## config.mk

```make
export PLATFORM = sky130hd
export DESIGN_NAME = keypress_gen_flat
export DESIGN_NICKNAME = d
export VERILOG_FILES = /design/src/rtl/keypress_gen_if.sv /design/src/rtl/keypress_gen.sv /design/src/flat_wrapper.sv
export SDC_FILE = /design/constraint.sdc
export NUM_CORES = 1
export LEC_CHECK = 0
export ABC_AREA = 1
export BUFFER_PORTS_ARGS = -buffer_cell sky130_fd_sc_hd__buf_4
export CORE_ASPECT_RATIO = 0.5
export CORE_MARGIN = 8
export CORE_UTILIZATION = 60
export CTS_BUF_LIST = sky130_fd_sc_hd__clkbuf_16
export DETAILED_ROUTE_END_ITERATION = 7
export GPL_ROUTABILITY_DRIVEN = 0
export MAX_ROUTING_LAYER = met4
export PLACE_DENSITY = 0.79
export SETUP_SLACK_MARGIN = 0.5
export SLEW_MARGIN = 15
export SYNTH_ARGS = -nofsm -noshare
export SYNTH_HDL_FRONTEND = slang
export SYNTH_SLANG_ARGS = --single-unit
export TNS_END_PERCENT = 30
```

## constraint.sdc

```tcl
create_clock -name clk -period 4.4 [get_ports clk]
set_input_delay 0.22 -clock clk [delete_from_list [all_inputs] [get_ports clk]]
set_output_delay 0.22 -clock clk [all_outputs]
set_load 0.02 [all_outputs]
```

## src/rtl/keypress_gen_if.sv

```systemverilog
// Button-press request/response bundle: requester drives start/amount,
// the generator returns the active-low button drive and sequence status.
interface keypress_gen_if;
    logic       start;
    logic [9:0] amount;
    logic [3:0] button;
    logic       busy;
    logic       done;
    logic [7:0] press_count;

    modport master (
        output start, amount,
        input  button, busy, done, press_count
    );

    modport slave (
        input  start, amount,
        output button, busy, done, press_count
    );
endinterface

```

## src/rtl/keypress_gen.sv

```systemverilog
// Emits 'amount' as greedy active-low presses of weighted buttons (8/4/2/1); optional KEYPRESS_GEN_BOUNCE_EN adds a bounce.
// Latency: button falls 2 cycles after accept; each press period (HOLD+GAP)*TICK_LIMIT+1 cycles (+2 ticks with bounce).
// Backpressure: none; start is only sampled in IDLE, requests while busy are dropped.
module keypress_gen #(
    parameter int TICK_LIMIT = 125000,
    parameter int HOLD_TICKS = 4,
    parameter int GAP_TICKS  = 4
) (
    input  logic           clk,
    input  logic           rst_n,
    keypress_gen_if.slave  bus
);

    localparam int PW = (TICK_LIMIT > 1) ? $clog2(TICK_LIMIT) : 1;
    localparam int TW = 16;
`ifdef KEYPRESS_GEN_BOUNCE_EN
    localparam int PRESS_TICKS = HOLD_TICKS + 2;
`else
    localparam int PRESS_TICKS = HOLD_TICKS;
`endif

    typedef enum logic [2:0] {
        S_IDLE,
        S_SELECT,
        S_PRESS,
        S_RELEASE,
        S_DONE
    } state_t;

    state_t        r_state;
    logic [9:0]    r_remaining;
    logic [PW-1:0] r_presc;
    logic [TW-1:0] r_tick;
    logic [3:0]    r_wt;
    logic [3:0]    r_button;
    logic          r_busy;
    logic          r_done;
    logic [7:0]    r_press_count;

    logic          w_tick_end;
    logic [3:0]    w_wt;

    assign w_tick_end = (r_presc == PW'(TICK_LIMIT - 1));

    // Weights are one-hot, so the inverted weight is directly the button drive.
    always_comb begin
        w_wt = 4'd1;
        if (r_remaining >= 10'd8)
            w_wt = 4'd8;
        else if (r_remaining >= 10'd4)
            w_wt = 4'd4;
        else if (r_remaining >= 10'd2)
            w_wt = 4'd2;
    end

    always_ff @(posedge clk or negedge rst_n) begin
        if (!rst_n) begin
            r_state       <= S_IDLE;
            r_remaining   <= '0;
            r_presc       <= '0;
            r_tick        <= '0;
            r_wt          <= '0;
            r_button      <= 4'b1111;
            r_busy        <= 1'b0;
            r_done        <= 1'b0;
            r_press_count <= '0;
        end else begin
            r_done <= 1'b0;
            case (r_state)
                S_IDLE: begin
                    if (bus.start) begin
                        r_remaining   <= bus.amount;
                        r_press_count <= '0;
                        r_busy        <= 1'b1;
                        r_state       <= S_SELECT;
                    end
                end
                S_SELECT: begin
                    if (r_remaining == 10'd0) begin
                        r_done  <= 1'b1;
                        r_state <= S_DONE;
                    end else begin
                        r_wt     <= w_wt;
                        r_button <= ~w_wt;
                        r_presc  <= '0;
                        r_tick   <= '0;
                        r_state  <= S_PRESS;
                    end
                end
                S_PRESS: begin
                    if (w_tick_end) begin
                        r_presc <= '0;
                        if (r_tick == TW'(PRESS_TICKS - 1)) begin
                            r_tick        <= '0;
                            r_button      <= 4'b1111;
                            r_remaining   <= r_remaining - {6'd0, r_wt};
                            r_press_count <= r_press_count + 8'd1;
                            r_state       <= S_RELEASE;
                        end else begin
                            r_tick <= r_tick + TW'(1);
`ifdef KEYPRESS_GEN_BOUNCE_EN
                            // Tick 0 low, tick 1 bounced high, then the real hold.
                            if (r_tick == TW'(0))
                                r_button <= 4'b1111;
                            else if (r_tick == TW'(1))
                                r_button <= ~r_wt;
`endif
                        end
                    end else begin
                        r_presc <= r_presc + PW'(1);
                    end
                end
                S_RELEASE: begin
                    if (w_tick_end) begin
                        r_presc <= '0;
                        if (r_tick == TW'(GAP_TICKS - 1)) begin
                            r_tick  <= '0;
                            r_state <= S_SELECT;
                        end else begin
                            r_tick <= r_tick + TW'(1);
                        end
                    end else begin
                        r_presc <= r_presc + PW'(1);
                    end
                end
                S_DONE: begin
                    r_busy  <= 1'b0;
                    r_state <= S_IDLE;
                end
                default: begin
                    r_button <= 4'b1111;
                    r_busy   <= 1'b0;
                    r_state  <= S_IDLE;
                end
            endcase
        end
    end

    assign bus.button      = r_button;
    assign bus.busy        = r_busy;
    assign bus.done        = r_done;
    assign bus.press_count = r_press_count;

endmodule
```

## src/flat_wrapper.sv

```systemverilog
// flat-port wrapper written by rule: the top's interface ports become plain ports
module keypress_gen_flat 
#(
    parameter int TICK_LIMIT = 125000,
    parameter int HOLD_TICKS = 4,
    parameter int GAP_TICKS  = 4
)
  (clk, rst_n, bus_start, bus_amount, bus_button, bus_busy, bus_done, bus_press_count);
  keypress_gen_if bus_i ();
  input  logic clk;
  input  logic rst_n;
  input wire logic [$bits(bus_i.start)-1:0] bus_start;
  input wire logic [$bits(bus_i.amount)-1:0] bus_amount;
  output wire logic [$bits(bus_i.button)-1:0] bus_button;
  output wire logic [$bits(bus_i.busy)-1:0] bus_busy;
  output wire logic [$bits(bus_i.done)-1:0] bus_done;
  output wire logic [$bits(bus_i.press_count)-1:0] bus_press_count;
  assign bus_i.start = bus_start;
  assign bus_i.amount = bus_amount;
  assign bus_button = bus_i.button;
  assign bus_busy = bus_i.busy;
  assign bus_done = bus_i.done;
  assign bus_press_count = bus_i.press_count;
  keypress_gen #(.TICK_LIMIT(TICK_LIMIT), .HOLD_TICKS(HOLD_TICKS), .GAP_TICKS(GAP_TICKS)) u_core (.clk(clk), .rst_n(rst_n), .bus(bus_i));
endmodule
```

==> run metrics, run 1 <==
status=complete, but fails checks; failing checks=hold timing; initial antenna violation count=0; worst-margin pin slew=802.4 ps; leakage=around 2.2 nW; clock root buffer=clkbuf_16; total of max-cap violations=0; Syn Nets=629; post-synthesis sequential area ratio=a little under two fifths; maximum fanout along the worst path=24; final hold vios=23; count of flip-flops with a built-in enable after synthesis=0; PortBufs=26; Synth warnings=0; Avg Vias per Cell=roughly 5.5; Worst slew margin=roughly 47%; DIE HEIGHT=between 70 and 80 um; crit-path leading delay family=simple AND/OR/NAND/NOR gates; total power=roughly 1.6 mW; period utilization=a little over half; Detail Placement HPWL=7.072 mm; chip width=approximately 130 um; vias in the first global route=around 3700; Initial Util=a little over three fifths; Area contributors post-synth=dfrtp_1 36%, nand2_1 15%, nand3_1 8.3%; DR iter-0 viols=roughly 340; Ports=27; Num CTS Buffers=9; CTS Hold Buffers Added=0; f_max=between 400 and 500 MHz; Crit path buffers/inverters=1; Core Rows=21; Initial DRT Pass Iterations=5; worst hold slack=-22.61 ps; crit path time final=2377 ps; Remaining DRCs=0; Max Clock Skew=approximately 6.3 ps; Crit path required time=4630 ps; Netlist cell types=40; cell taking the most area after synthesis=dfrtp_1; Worst-path clk slew=around 60 ps; dpl ws=2050 ps; count leader, synth=nand2_1; Core Area=~6800 um^2; routed vias=slightly above 4000; R2R setup slack=~2000 ps; DRT antenna net count=0; Crit Path Class=flop to flop; GRT overflow=0; Crit. End Element=flop; largest net degree at the start of global routing=65; clk_lat worst skew=~330 ps; H-tree depth=3; WL/cell=~14 um; Cell Area, Synth=4225 um^2; setup tns final=0 ps; Nets=~650; share of Yosys cell area claimed by the top area cell type=around 36%; CP cell instances=nor2_8 > inv_2 > nor2_4 > nand3_2 > nand2_2 > nand2_1 > nand2_1 > nand2_1; post-CTS setup buffer count=0; Commonest cells post-synth=174 x nand2_1, 75 x nor2_1, 70 x nand3_1, 68 x inv_1, 60 x dfrtp_1; Max Slew Vio Count=0; fillcell total=559; Post-Syn Instances=just over 600; FF+latch count, synth=64; Hold WC Path Type=input pin to asynchronous set/reset pin; Worst EP arrival=around 2600 ps; Longest Clk Path Bufs=2; post-route setup slack=around 2000 ps; CP peak stage delay=slightly above 500 ps; Worst path slowest cell=dfrtp_1; most common flop cell mapped by yosys=dfrtp_1; first-pass GRT wire length=around 17 mm; Critical Path Start Type=flop; DIE AREA=between 10000 and 15000 um^2; DRT Wirelength=between 9 and 10 mm; average cell area after synthesis=around 7 um^2; CTS tree=yes; RSZ-0062 raised after global routing=no; Cell Pwr Density=339.4 nW/um^2; layout cell share with drive strength beyond 1=between 10 and 15%; VDD IR-drop max=roughly 0.2 mV; endpoints failing setup=0; # diodes=0; post-CTS sizing=0; CP dominant cell by count=nand2_1; CTS sink count=64; Layout area overhead=11.40%; Synth async-reset ratio=100.0%; Global Route Usage Sum=~21%
-- layout by cell type, fill, tap and decap left out, types with 4 or more instances in the layout --
| cell type | n |
|---|---|
| a21oi_1 | 4 |
| buf_4 | 26 |
| clkbuf_16 | 9 |
| dfrtp_1 | 60 |
| dfstp_2 | 4 |
| ha_1 | 7 |
| inv_1 | 68 |
| inv_2 | 5 |
| nand2_1 | 174 |
| nand3_1 | 70 |
| nand3b_1 | 4 |
| nand4_1 | 17 |
| nor2_1 | 75 |
| nor3_1 | 15 |
| o21ai_0 | 42 |
| o22ai_1 | 5 |
| or2_2 | 5 |
| xor2_1 | 11 |
-- through the flow --
stage	util [%]	hold slack (ps)	cells	instance area, um^2
2_1_floorplan	-	-75.59	608	4225
3_3_place_gp	65.65	359.9	712	4433
3_5_place_dp	65.65	364.1	712	4433
4_1_cts	69.71	11.63	728	4707
5_1_grt	69.71	49.97	728	4707
6_report	69.71	-22.61	728	4707
-- where the power goes --
part	switching [mW]	leakage (nW)	internal, mW
Clock	0.266	0.125	0.379
Combinational	0.159	1.23	0.0909
Sequential	0.0622	0.796	0.640
-- final cells by class --
type | instances | area [um^2] | area share, %
sequential | 64 | 1607 | 34.13
inverter | 74 | 280.3 | 5.954
tap | 92 | 115.1 | 2.446
clock inverter | 7 | 48.80 | 1.037
multi-input combinational | 456 | 2236 | 47.50
clock buffer | 9 | 225.2 | 4.785
timing repair buffer | 26 | 195.2 | 4.147
-- worst paths after layout --
path / from / end / cells after the start
max: u_core.r_state[2] / u_core.r_remaining[6] / 8
min: rst_n / u_core.r_tick[8] / 1
max reg2reg: u_core.r_state[2] / u_core.r_remaining[6] / 8
min reg2reg: u_core.bus.button[1] / u_core.bus.button[1] / 2
max in group asynchronous: rst_n / u_core.r_tick[15] / 1
min in group clk: bus_amount[4] / u_core.r_remaining[4] / 5
-- metal layers --
| layer | vias to the layer above | track usage, % | share of wire (%) |
|---|---|---|---|
| met5 | - | - | 0 |
| met2 | 154 | 34.88 | 47 |
| met3 | 17 | 5.724 | 6.7 |
| met4 | 0 | 7.768 | 1.2 |
| met1 | 1852 | 25.66 | 45 |
| li1 | 2004 | - | - |
-- sequential cells by signal, indices dropped and copies added, names as in the netlist --
| name | flops |
|---|---|
| u_core.r_remaining | 10 |
| u_core.bus.press_count | 8 |
| u_core.bus.button | 4 |
| u_core.r_tick | 16 |
| u_core.r_presc | 17 |
| u_core.bus.done | 1 |
| u_core.r_wt | 4 |
| u_core.r_state | 3 |
| u_core.bus.busy | 1 |
-- kinds of logic (layout without fill, tap and decap cells) --
logic type	count (synthesis)	count (layout)	synth area share, %
adder cells (fa/ha/maj)	8	8	2.547
multiplexers	1	1	0.2369
flip-flops	64	64	38.02
AO/OA/AOI/OAI	57	57	7.374
AND/OR/NAND/NOR	376	376	39.86
XOR/XNOR	14	14	2.902
buffers and inverters	88	116	9.061
(Power assumes the default switching activity.)
==> run 2, diff against run 1 <==
Settings changed: CORE_UTILIZATION 60 to 55, PLACE_DENSITY 0.79 to 0.76.
Clock period 4.4 ns to 1.9 ns, I/O delays scaled along.
==> run metrics, run 2 (synthesized netlist as in run 1, its figures left out) <==
status=finished, final reports clean; initial antenna violation count=0 (unchanged); Longest Clk Path Bufs=2 (unchanged); Cell Pwr Density=689.6 nW/um^2 (+100%); Initial DRT Pass Iterations=6 (+1); H-tree depth=3 (unchanged); Most flops, register=u_core.r_presc; Max Clock Skew=7.732 ps (+1.423 ps); vias in the first global route=4414 (+19%); CTS tree=yes; Regs by FF count=u_core.r_presc: 17 flops, u_core.r_tick: 16 flops, u_core.r_remaining: 10 flops; Core Area=7377 um^2 (+9.2%); GRT overflow=0 (unchanged); Avg Vias per Cell=5.795 (+4.8%); Detail Placement HPWL=7.670 mm (+8.5%); Worst slew margin=65.90% (+19 points); f_max=555.3 MHz (+32%); total of max-cap violations=0 (unchanged); Hold WC Path Type=input pin to flop; Post-Place Cell Area=4603 um^2 (+3.8%); worst-margin pin slew=507.5 ps (-294.9 ps); DIE HEIGHT=77.98 um (+3.5%); Num CTS Buffers=9 (unchanged); crit path time final=1801 ps (-575.9 ps); routed vias=4549 (+13%); post-route setup slack=99.22 ps (-1924 ps); most frequent cells in the layout=153 x nand2_1, 67 x nand3_1, 66 x nor2_1; met2 wire length=6.382 mm (+38%); DIE AREA=10910 um^2 (+7.6%); Worst EP arrival=2020 ps (-580 ps); final instance area=5535 um^2 (+18%); final hold vios=0 (-100%); met3 wire length=927 um (+40%); DRT antenna net count=0 (unchanged); DR iter-0 viols=362 (+6.8%); # diodes=0 (unchanged); CTS sink count=64 (unchanged); Initial Util=57.28% (-5.3 points); Layout area overhead=31.00%; PortBufs=26 (unchanged); most common cell after layout, fill and taps aside=nand2_1; Reg2Reg Depth=12 (+4); Largest register FFs=17 (unchanged); Crit. End Element=flop; DRT Wirelength=13.10 mm (+32%); Remaining DRCs=0 (unchanged); Critical Path Start Type=flop; Crit Path Class=flop to flop; Core Rows=22 (+4.8%); Max Slew Vio Count=0 (unchanged); met1 WL=5.356 mm (+19%); chip width=140.0 um (+3.9%); Min-Delay Path Depth=5; layout cell share with drive strength beyond 1=26.27% (+15 points); Nets=707 (+8.4%); max layer used=met4; worst hold slack=52.30 ps (+74.91 ps); largest net degree at the start of global routing=40 (-38%); dpl ws=138.7 ps (-1911 ps); Ports=27 (unchanged); period utilization=94.78% (+41 points); WL/cell=16.69 um (+23%); first-pass GRT wire length=20.57 mm (+21%); Global Route Usage Sum=23.63% (+2.2 points); leakage=2.491 nW (+16%); clock root buffer=clkbuf_16; endpoints failing setup=0 (unchanged); clk_lat worst skew=340 ps (about the same); Worst-path clk slew=60 ps (about the same); RSZ-0062 raised after global routing=yes; VDD IR-drop max=0.4557 mV (+130%); Crit path required time=2120 ps (-2510 ps); maximum fanout along the worst path=4 (-83%)
==> run 2: cell type report <==
class	instances	area, um^2
tap	96	120.1
sequential	64	1617
timing repair buffer	77	709.4
inverter	74	280.3
clock buffer	9	225.2
multi-input combinational	460	2564
clock inverter	5	20.02
fill	524	1842
==> run 2: critical path: stages, from the launching register on <==
cell and delay (ps):
dfrtp_1 360, inv_2 70, ha_4 170, fa_2 380
inv_2 80, nand3_2 50, and2_4 180, nand2_2 50
nand2_1 50, nand3_1 80, nand2_1 70, nand2_1 90
nand2_1 60
==> run 2: what timing repair did <==
action / CTS / global route
cloned: 4 / 3
hold buffers: 1 / 0
buffers inserted: 25 / 7
resized for setup: 51 / 51
setup endpoints to repair: 55 / 63
endpoints found under the hold margin: 25 / 0
pin swaps: 11 / 25
==> run 2: final timing paths <==
kind,end,startpoint,slack [ps]
worst max-delay path,u_core.r_remaining[8],u_core.r_remaining[0],100
worst min-delay path,u_core.r_remaining[5],bus_amount[5],50
worst max register to register,u_core.r_remaining[8],u_core.r_remaining[0],100
worst min register to register,u_core.bus.button[0],u_core.bus.button[0],470
max in group asynchronous,u_core.bus.button[3],rst_n,1080
min in group asynchronous,u_core.r_tick[6],rst_n,220
==> run 2: through the flow <==
stage               utilization [%]  power (mW)  TNS (ps)  cells
floorplan                         -       2.040         0    608
global placement              62.40       2.241         0    731
detailed placement            62.40       2.254         0    731
CTS                           71.79       3.759         0    775
global route                  75.03       3.974    -4.974    785
finish                        75.03       3.817         0    785
==> run 2: power by group <==
| part | internal (mW) | switching [mW] |
|---|---|---|
| Clock | 0.845 | 0.577 |
| Sequential | 1.49 | 0.139 |
| Combinational | 0.300 | 0.469 |
| Total | 2.63 | 1.18 |
==> run 2: per-layer routing <==
layer / up-vias / GRT usage, %
li1: 2133 / -
met1: 2150 / 27.17
met2: 221 / 38.36
met3: 45 / 5.922
met4: 0 / 11.71
met5: - / -
